===== src/rtl/loba_mul_pipe_pkg.sv =====
// Shared constants and helpers for the LOBA multiplier pipeline.
// Build option LOBA_SIGNED_EN (two's-complement mode) is handled in loba_mul_pipe.
package loba_pkg;

  localparam logic [1:0] LOBA_MODE_L0    = 2'd0;
  localparam logic [1:0] LOBA_MODE_L1    = 2'd1;
  localparam logic [1:0] LOBA_MODE_EXACT = 2'd2;

  // Width of a per-operand shift field; the largest shift is N-K, always below N.
  function automatic int loba_shift_w(input int n);
    return (n > 1) ? $clog2(n) : 1;
  endfunction

endpackage


===== src/rtl/loba_mul_pipe_if.sv =====
// Valid/ready operand and product streams of loba_mul_pipe.
// master drives operands and consumes products; slave is the multiplier.
interface loba_mul_pipe_if #(
  parameter int N     = 16,
  parameter int TAG_W = 4
);
  logic             in_valid;
  logic             in_ready;
  logic [N-1:0]     in_a;
  logic [N-1:0]     in_b;
  logic [1:0]       in_mode;
  logic [TAG_W-1:0] in_tag;
  logic             out_valid;
  logic             out_ready;
  logic [2*N-1:0]   out_p;
  logic [TAG_W-1:0] out_tag;
  logic [1:0]       out_mode;

  modport master (
    output in_valid, in_a, in_b, in_mode, in_tag, out_ready,
    input  in_ready, out_valid, out_p, out_tag, out_mode
  );

  modport slave (
    input  in_valid, in_a, in_b, in_mode, in_tag, out_ready,
    output in_ready, out_valid, out_p, out_tag, out_mode
  );
endinterface


===== src/rtl/loba_mul_pipe_lod_split.sv =====
// Leading-one detector and segment extractor: X = Xh*2^k + Xl, Xh is K bits.
// Purely combinational; one instance per operand in the first stage.
module loba_lod_split
  import loba_pkg::*;
#(
  parameter int N = 16,
  parameter int K = 4,
  localparam int KW = loba_shift_w(N)
) (
  input  logic [N-1:0]  X,
  output logic [K-1:0]  Xh,
  output logic [N-1:0]  Xl,
  output logic [KW-1:0] k
);
  logic [KW-1:0] p_s;

  // Position of the highest set bit, 0 for a zero operand.
  always_comb begin
    p_s = '0;
    for (int i = 0; i < N; i++) begin
      if (X[i]) begin
        p_s = KW'(i);
      end else begin
        p_s = p_s;
      end
    end
  end

  // Shift so the leading one lands in the top bit of the K-bit segment.
  always_comb begin
    if (p_s >= KW'(K - 1)) begin
      k = p_s - KW'(K - 1);
    end else begin
      k = '0;
    end
  end

  assign Xh = K'(X >> k);
  assign Xl = X & ~({N{1'b1}} << k);

endmodule


===== src/rtl/loba_mul_pipe.sv =====
// Three-stage LOBA approximate multiplier with per-operation accuracy mode and tag.
// Define LOBA_SIGNED_EN for two's-complement operands and product.
module loba_mul_pipe
  import loba_pkg::*;
#(
  parameter int N     = 16,
  parameter int K     = 4,
  parameter int TAG_W = 4
) (
  input logic            clk,
  input logic            rst,
  loba_mul_pipe_if.slave bus
);
  localparam int KW = loba_shift_w(N);
  localparam int SW = KW + 1;
  localparam int PW = 2 * N;
  localparam int HW = 2 * K;
  localparam int XW = N + K;

  logic             adv1_s, adv2_s, adv3_s;
  logic [N-1:0]     a_mag_s, b_mag_s;
  logic [K-1:0]     ah_s, bh_s;
  logic [N-1:0]     al_s, bl_s;
  logic [KW-1:0]    ka_s, kb_s;

  logic             v1_r;
  logic [K-1:0]     ah1_r, bh1_r;
  logic [N-1:0]     al1_r, bl1_r;
  logic [KW-1:0]    ka1_r, kb1_r;
  logic [1:0]       mode1_r;
  logic [TAG_W-1:0] tag1_r;

  logic             v2_r;
  logic [HW-1:0]    hh2_r;
  logic [XW-1:0]    hl2_r, lh2_r;
  logic [PW-1:0]    ll2_r;
  logic [KW-1:0]    ka2_r, kb2_r;
  logic [1:0]       mode2_r;
  logic [TAG_W-1:0] tag2_r;

  logic             v3_r;
  logic [PW-1:0]    p3_r;
  logic [TAG_W-1:0] tag3_r;
  logic [1:0]       mode3_r;

  logic [SW-1:0]    shamt_s;
  logic [PW-1:0]    hh_sh_s, cross_s, sum_s, p_next_s;

  // A stage moves when it is empty or its successor moves; full stall from out_ready.
  assign adv3_s       = ~v3_r | bus.out_ready;
  assign adv2_s       = ~v2_r | adv3_s;
  assign adv1_s       = ~v1_r | adv2_s;
  assign bus.in_ready = adv1_s;

`ifdef LOBA_SIGNED_EN
  logic sign_s, sign1_r, sign2_r;

  // Magnitudes feed the split; the most negative value maps to unsigned 2^(N-1).
  always_comb begin
    if (bus.in_a[N-1]) begin
      a_mag_s = ~bus.in_a + N'(1);
    end else begin
      a_mag_s = bus.in_a;
    end
    if (bus.in_b[N-1]) begin
      b_mag_s = ~bus.in_b + N'(1);
    end else begin
      b_mag_s = bus.in_b;
    end
    sign_s = bus.in_a[N-1] ^ bus.in_b[N-1];
  end

  // Product sign travels with the operation through S1 and S2.
  always_ff @(posedge clk) begin
    if (rst) begin
      sign1_r <= 1'b0;
      sign2_r <= 1'b0;
    end else begin
      if (adv1_s) sign1_r <= sign_s;
      if (adv2_s) sign2_r <= sign1_r;
    end
  end
`else
  assign a_mag_s = bus.in_a;
  assign b_mag_s = bus.in_b;
`endif

  loba_lod_split #(.N(N), .K(K)) u_split_a (
    .X  (a_mag_s),
    .Xh (ah_s),
    .Xl (al_s),
    .k  (ka_s)
  );

  loba_lod_split #(.N(N), .K(K)) u_split_b (
    .X  (b_mag_s),
    .Xh (bh_s),
    .Xl (bl_s),
    .k  (kb_s)
  );

  // S1: register operand segments, shifts, mode and tag.
  always_ff @(posedge clk) begin
    if (rst) begin
      v1_r    <= 1'b0;
      ah1_r   <= '0;
      bh1_r   <= '0;
      al1_r   <= '0;
      bl1_r   <= '0;
      ka1_r   <= '0;
      kb1_r   <= '0;
      mode1_r <= LOBA_MODE_L0;
      tag1_r  <= '0;
    end else if (adv1_s) begin
      v1_r    <= bus.in_valid;
      ah1_r   <= ah_s;
      bh1_r   <= bh_s;
      al1_r   <= al_s;
      bl1_r   <= bl_s;
      ka1_r   <= ka_s;
      kb1_r   <= kb_s;
      mode1_r <= bus.in_mode;
      tag1_r  <= bus.in_tag;
    end
  end

  // S2: register the four partial products; all are formed regardless of mode.
  always_ff @(posedge clk) begin
    if (rst) begin
      v2_r    <= 1'b0;
      hh2_r   <= '0;
      hl2_r   <= '0;
      lh2_r   <= '0;
      ll2_r   <= '0;
      ka2_r   <= '0;
      kb2_r   <= '0;
      mode2_r <= LOBA_MODE_L0;
      tag2_r  <= '0;
    end else if (adv2_s) begin
      v2_r    <= v1_r;
      hh2_r   <= HW'(ah1_r) * HW'(bh1_r);
      hl2_r   <= XW'(ah1_r) * XW'(bl1_r);
      lh2_r   <= XW'(al1_r) * XW'(bh1_r);
      ll2_r   <= PW'(al1_r) * PW'(bl1_r);
      ka2_r   <= ka1_r;
      kb2_r   <= kb1_r;
      mode2_r <= mode1_r;
      tag2_r  <= tag1_r;
    end
  end

  // S3 datapath: align partial products and keep those the mode selects.
  always_comb begin
    shamt_s = SW'(ka2_r) + SW'(kb2_r);
    hh_sh_s = PW'(hh2_r) << shamt_s;
    cross_s = (PW'(hl2_r) << ka2_r) + (PW'(lh2_r) << kb2_r);
    case (mode2_r)
      LOBA_MODE_L0:    sum_s = hh_sh_s;
      LOBA_MODE_L1:    sum_s = hh_sh_s + cross_s;
      LOBA_MODE_EXACT: sum_s = hh_sh_s + cross_s + ll2_r;
      default:         sum_s = hh_sh_s + cross_s + ll2_r;
    endcase
  end

`ifdef LOBA_SIGNED_EN
  // Apply the carried sign; a zero product stays zero.
  always_comb begin
    if (sign2_r && (sum_s != '0)) begin
      p_next_s = ~sum_s + PW'(1);
    end else begin
      p_next_s = sum_s;
    end
  end
`else
  assign p_next_s = sum_s;
`endif

  // S3: output register, held while the consumer stalls.
  always_ff @(posedge clk) begin
    if (rst) begin
      v3_r    <= 1'b0;
      p3_r    <= '0;
      tag3_r  <= '0;
      mode3_r <= LOBA_MODE_L0;
    end else if (adv3_s) begin
      v3_r    <= v2_r;
      p3_r    <= p_next_s;
      tag3_r  <= tag2_r;
      mode3_r <= mode2_r;
    end
  end

  assign bus.out_valid = v3_r;
  assign bus.out_p     = p3_r;
  assign bus.out_tag   = tag3_r;
  assign bus.out_mode  = mode3_r;

endmodule


===== src/flat_wrapper.sv =====
// flat-port wrapper written by rule: the top's interface ports become plain ports
module loba_mul_pipe_flat import loba_pkg::*;
#(
  parameter int N     = 16,
  parameter int K     = 4,
  parameter int TAG_W = 4
)
  (clk, rst, bus_in_valid, bus_in_a, bus_in_b, bus_in_mode, bus_in_tag, bus_out_ready, bus_in_ready, bus_out_valid, bus_out_p, bus_out_tag, bus_out_mode);
  loba_mul_pipe_if #(.N(N), .TAG_W(TAG_W)) bus_i ();
  input logic clk;
  input logic rst;
  input wire logic [$bits(bus_i.in_valid)-1:0] bus_in_valid;
  input wire logic [$bits(bus_i.in_a)-1:0] bus_in_a;
  input wire logic [$bits(bus_i.in_b)-1:0] bus_in_b;
  input wire logic [$bits(bus_i.in_mode)-1:0] bus_in_mode;
  input wire logic [$bits(bus_i.in_tag)-1:0] bus_in_tag;
  input wire logic [$bits(bus_i.out_ready)-1:0] bus_out_ready;
  output wire logic [$bits(bus_i.in_ready)-1:0] bus_in_ready;
  output wire logic [$bits(bus_i.out_valid)-1:0] bus_out_valid;
  output wire logic [$bits(bus_i.out_p)-1:0] bus_out_p;
  output wire logic [$bits(bus_i.out_tag)-1:0] bus_out_tag;
  output wire logic [$bits(bus_i.out_mode)-1:0] bus_out_mode;
  assign bus_i.in_valid = bus_in_valid;
  assign bus_i.in_a = bus_in_a;
  assign bus_i.in_b = bus_in_b;
  assign bus_i.in_mode = bus_in_mode;
  assign bus_i.in_tag = bus_in_tag;
  assign bus_i.out_ready = bus_out_ready;
  assign bus_in_ready = bus_i.in_ready;
  assign bus_out_valid = bus_i.out_valid;
  assign bus_out_p = bus_i.out_p;
  assign bus_out_tag = bus_i.out_tag;
  assign bus_out_mode = bus_i.out_mode;
  loba_mul_pipe #(.N(N), .K(K), .TAG_W(TAG_W)) u_core (.clk(clk), .rst(rst), .bus(bus_i));
endmodule

===== config.mk =====
export PLATFORM = sky130hd
export DESIGN_NAME = loba_mul_pipe_flat
export DESIGN_NICKNAME = d
export VERILOG_FILES = /design/src/rtl/loba_mul_pipe_pkg.sv /design/src/rtl/loba_mul_pipe_if.sv /design/src/rtl/loba_mul_pipe_lod_split.sv /design/src/rtl/loba_mul_pipe.sv /design/src/flat_wrapper.sv
export SDC_FILE = /design/constraint.sdc
export NUM_CORES = 2
export LEC_CHECK = 0
export BUFFER_PORTS_ARGS = -buffer_cell sky130_fd_sc_hd__buf_2
export CAP_MARGIN = 20
export CORE_AREA = 5 5 226 228
export CTS_BUF_LIST = sky130_fd_sc_hd__clkbuf_16
export DETAILED_ROUTE_END_ITERATION = 10
export DIE_AREA = 0 0 231 233
export GPL_TIMING_DRIVEN = 0
export PLACE_DENSITY_LB_ADDON = 0.1
export SKIP_LAST_GASP = 1
export SLEW_MARGIN = 30
export SYNTH_ARGS = -nofsm -noshare
export SYNTH_HDL_FRONTEND = slang
export SYNTH_SLANG_ARGS = --single-unit

===== constraint.sdc =====
create_clock -name clk -period 9.2 [get_ports clk]
set_clock_uncertainty 0.1 [all_clocks]
set_input_delay 2.3 -clock clk [delete_from_list [all_inputs] [get_ports clk]]
set_output_delay 2.3 -clock clk [all_outputs]
set_load 0.01 [all_outputs]

==> results.py <==
metrics = {
    "run_status": {
        "status": "finished clean",
    },
    "synth": {
        "syn_inst": 3398,
        "synthArstFlopShare": 0,
        "ys_types": 87,
        "yosys_most_used_dff": "dfxtp_1",
        "synth-seq-cells": 187,
        "synth_fp_nets": 3945,
        "netlist_top_cells_area": "fa_1 19%, dfxtp_1 14%, ha_1 12%",
        "ys_warn_count": 0,
        "synth_area_leader_cell": "fa_1",
        "synth.avg_cell_area_um2": 7.80,
        "syn_area_mm2": 0.0265,
        "netlist.area_leader.share": 0.195,
        "synth_common_cells": "544 x nand2_1, 348 x inv_1, 287 x a21oi_1",
        "synth_edf_count": 0,
        "yosysSeqAreaShare": 0.141,
        "yosysMostFrequentCell": "nand2_1",
    },
    "route": {
        "drc": 0,
        "wirelength_um": 94100,
        "first_pass_iters": 7,
        "drtAntennaViolNets": 0,
        "viasPerCell": 6.01,
        "vias": 24800,
        "wl_per_cell_um": 22.8,
        "drtIter0Drc": 1867,
    },
    "grt": {
        "grt_start_max_net_pins": 18,
        "track_usage": 0.347,
        "antenna_found_initial": 2,
        "grt_overflow": 0,
        "grt_pass1_vias": 24600,
        "grt_pass1_wl_um": 144000,
    },
    "floorplan": {
        "coreArea_mm2": 0.0486,
        "ios": 82,
        "die_area_mm2": 0.0538,
        "dieHeight_um": 233,
        "start_util": 0.545,
        "dieWidth_um": 231,
        "rows": 81,
    },
    "finish": {
        "antenna_cells": 0,
        "final_cell_area_mm2": 0.0283,
        "drive_gt1_frac": 0.0537,
        "n_fill_cell": 4679,
        "utilization": 0.581,
        "area_growth_pct": 6.72,
        "instances_no_fill": 4126,
        "layout.nets": 4039,
    },
    "timing": {
        "fin_crit_sh": 0.960,
        "fin_ws_ns": 0.364,
        "hold_viol_final": 0,
        "rsz0062_at_grt": "no",
        "period_needed_ns": 8.84,
        "whs_ns": 0.355,
        "setup_tns_ns": 0,
        "setup_violations": 0,
        "drv_slew": 0,
        "max_slew_margin": 0.273,
        "fmax_ghz": 0.113,
        "worstMarginPinSlew_ns": 1.09,
    },
    "setup_path": {
        "cpPeakStageDelay_ns": 0.58,
        "arrival_ns": 9.18,
        "rrSetupSlack_ns": 0.36,
        "setup.worst_path.start_class": "register",
        "crit_fanout": 10,
        "worst_path_max_delay_cell": "nor2b_1",
        "endpoint_kind": "register",
        "cp_common_cell": "fa_1",
        "required_ns": 9.55,
        "critPathKind": "reg2reg",
    },
    "placement": {
        "place_area_mm2": 0.0277,
        "gp_congestion": 1.01,
        "dp_hpwl_um": 77300,
        "dp_slack_ns": -0.251,
        "dp_cells": 4095,
        "port_buffers": 75,
    },
    "clocking": {
        "clk_path_buf_depth": 2,
        "cts_tree": "yes",
        "clock-root-buffer": "clkbuf_16",
        "cts_max_level": 4,
        "cts_buffers": 17,
        "cts_num_sinks": 187,
        "clk_pin_slew_ns": 0.09,
        "clock_latency_ns": 0.50,
        "cts_hold_buf": 0,
    },
    "flow_run": {
        "cap_violations": 0,
    },
    "pwr": {
        "vdd_drop_max_uv": 140,
        "finalPower_mw": 3.07,
        "powerDensity_mw_per_mm2": 109,
        "p_leak_nw": 13.5,
    },
    "hold_path": {
        "hp-class": "reg2reg",
    },
}
[registers in the layout, summed over array words and instances, names as in the netlist, 8 cells and up]
register and flops:
u_core.hh2_r 8, u_core.bus.out_p 32, u_core.lh2_r 20, u_core.bl1_r 15, u_core.al1_r 15, u_core.ll2_r 32, u_core.hl2_r 20
[worst max-delay path: cells and delay by family, from the launching register on]
| kind | cells | cell delay (ns) |
|---|---|---|
| muxes | 1 | 0.36 |
| and+or+nand+nor | 6 | 1.65 |
| AOI/OAI and AO/OA | 13 | 3.10 |
| buffers and inverters | 5 | 1.28 |
| adders and majority gates | 5 | 1.97 |
| DFF | 1 | 0.32 |
[layout by cell type (no fill, tap or decap), types with 81 or more instances in the layout]
| master | instances |
|---|---|
| nand2_1 | 544 |
| o21ai_0 | 105 |
| fa_1 | 258 |
| buf_2 | 81 |
| dfxtp_1 | 187 |
| and2_1 | 175 |
| ha_1 | 247 |
| inv_1 | 349 |
| nor2_1 | 210 |
| clkbuf_1 | 185 |
| mux2i_1 | 81 |
| a21oi_1 | 287 |
[final timing paths]
check | startpoint | to | cells past startpoint
min reg2reg | u_core.tag2_r[3]$_SDFFE_PP0P_ | u_core.tag2_r[3]$_SDFFE_PP0P_ | 2
max | u_core.ka2_r[1]$_SDFFE_PP0P_ | u_core.bus.out_p[30]$_SDFFE_PP0P_ | 30
max reg2reg | u_core.ka2_r[1]$_SDFFE_PP0P_ | u_core.bus.out_p[30]$_SDFFE_PP0P_ | 30
min | u_core.tag2_r[3]$_SDFFE_PP0P_ | u_core.tag2_r[3]$_SDFFE_PP0P_ | 2
[kinds of logic after synthesis]
group | count (synthesis) | synth area share
and+or+nand+nor | 1194 | 0.207
DFF | 187 | 0.141
xor gates and xnor gates | 109 | 0.0365
AOI/OAI and AO/OA | 729 | 0.172
buffers and inverters | 556 | 0.0791
muxes | 118 | 0.0523
adders and majority gates | 505 | 0.312
[layout make-up]
| type | instances | area [µm²] | share of cell area |
|---|---|---|---|
| multi-input combinational | 2655 | 20700 | 0.731 |
| inverter | 351 | 1320 | 0.0466 |
| buffer | 205 | 790 | 0.0279 |
| clock buffer | 17 | 425 | 0.0150 |
| clock inverter | 14 | 164 | 0.00580 |
| timing repair buffer | 75 | 375 | 0.0133 |
| sequential | 187 | 3740 | 0.132 |
| tap | 622 | 778 | 0.0275 |
[metal layers]
layer | GRT usage | up-vias | wire [µm]
met1 | 0.429 | 11900 | 37600
met3 | 0.0715 | 272 | 7340
met4 | 0.199 | 6 | 6650
li1 | - | 11600 | -
met2 | 0.566 | 1086 | 42400
met5 | 0 | - | 47
[timing repair]
item	CTS	global route
resized for setup	4	9
hold endpoints to repair	0	0
endpoints found under the setup margin	3	6
pin swaps	0	0
buffers inserted	0	0
[power breakdown]
part	internal, mW	switching, mW	total [mW]
clock	0.404	0.363	0.767
combinational	0.480	0.907	1.39
sequential	0.870	0.0505	0.921
No activity file was read; power rests on OpenSTA's default activity.
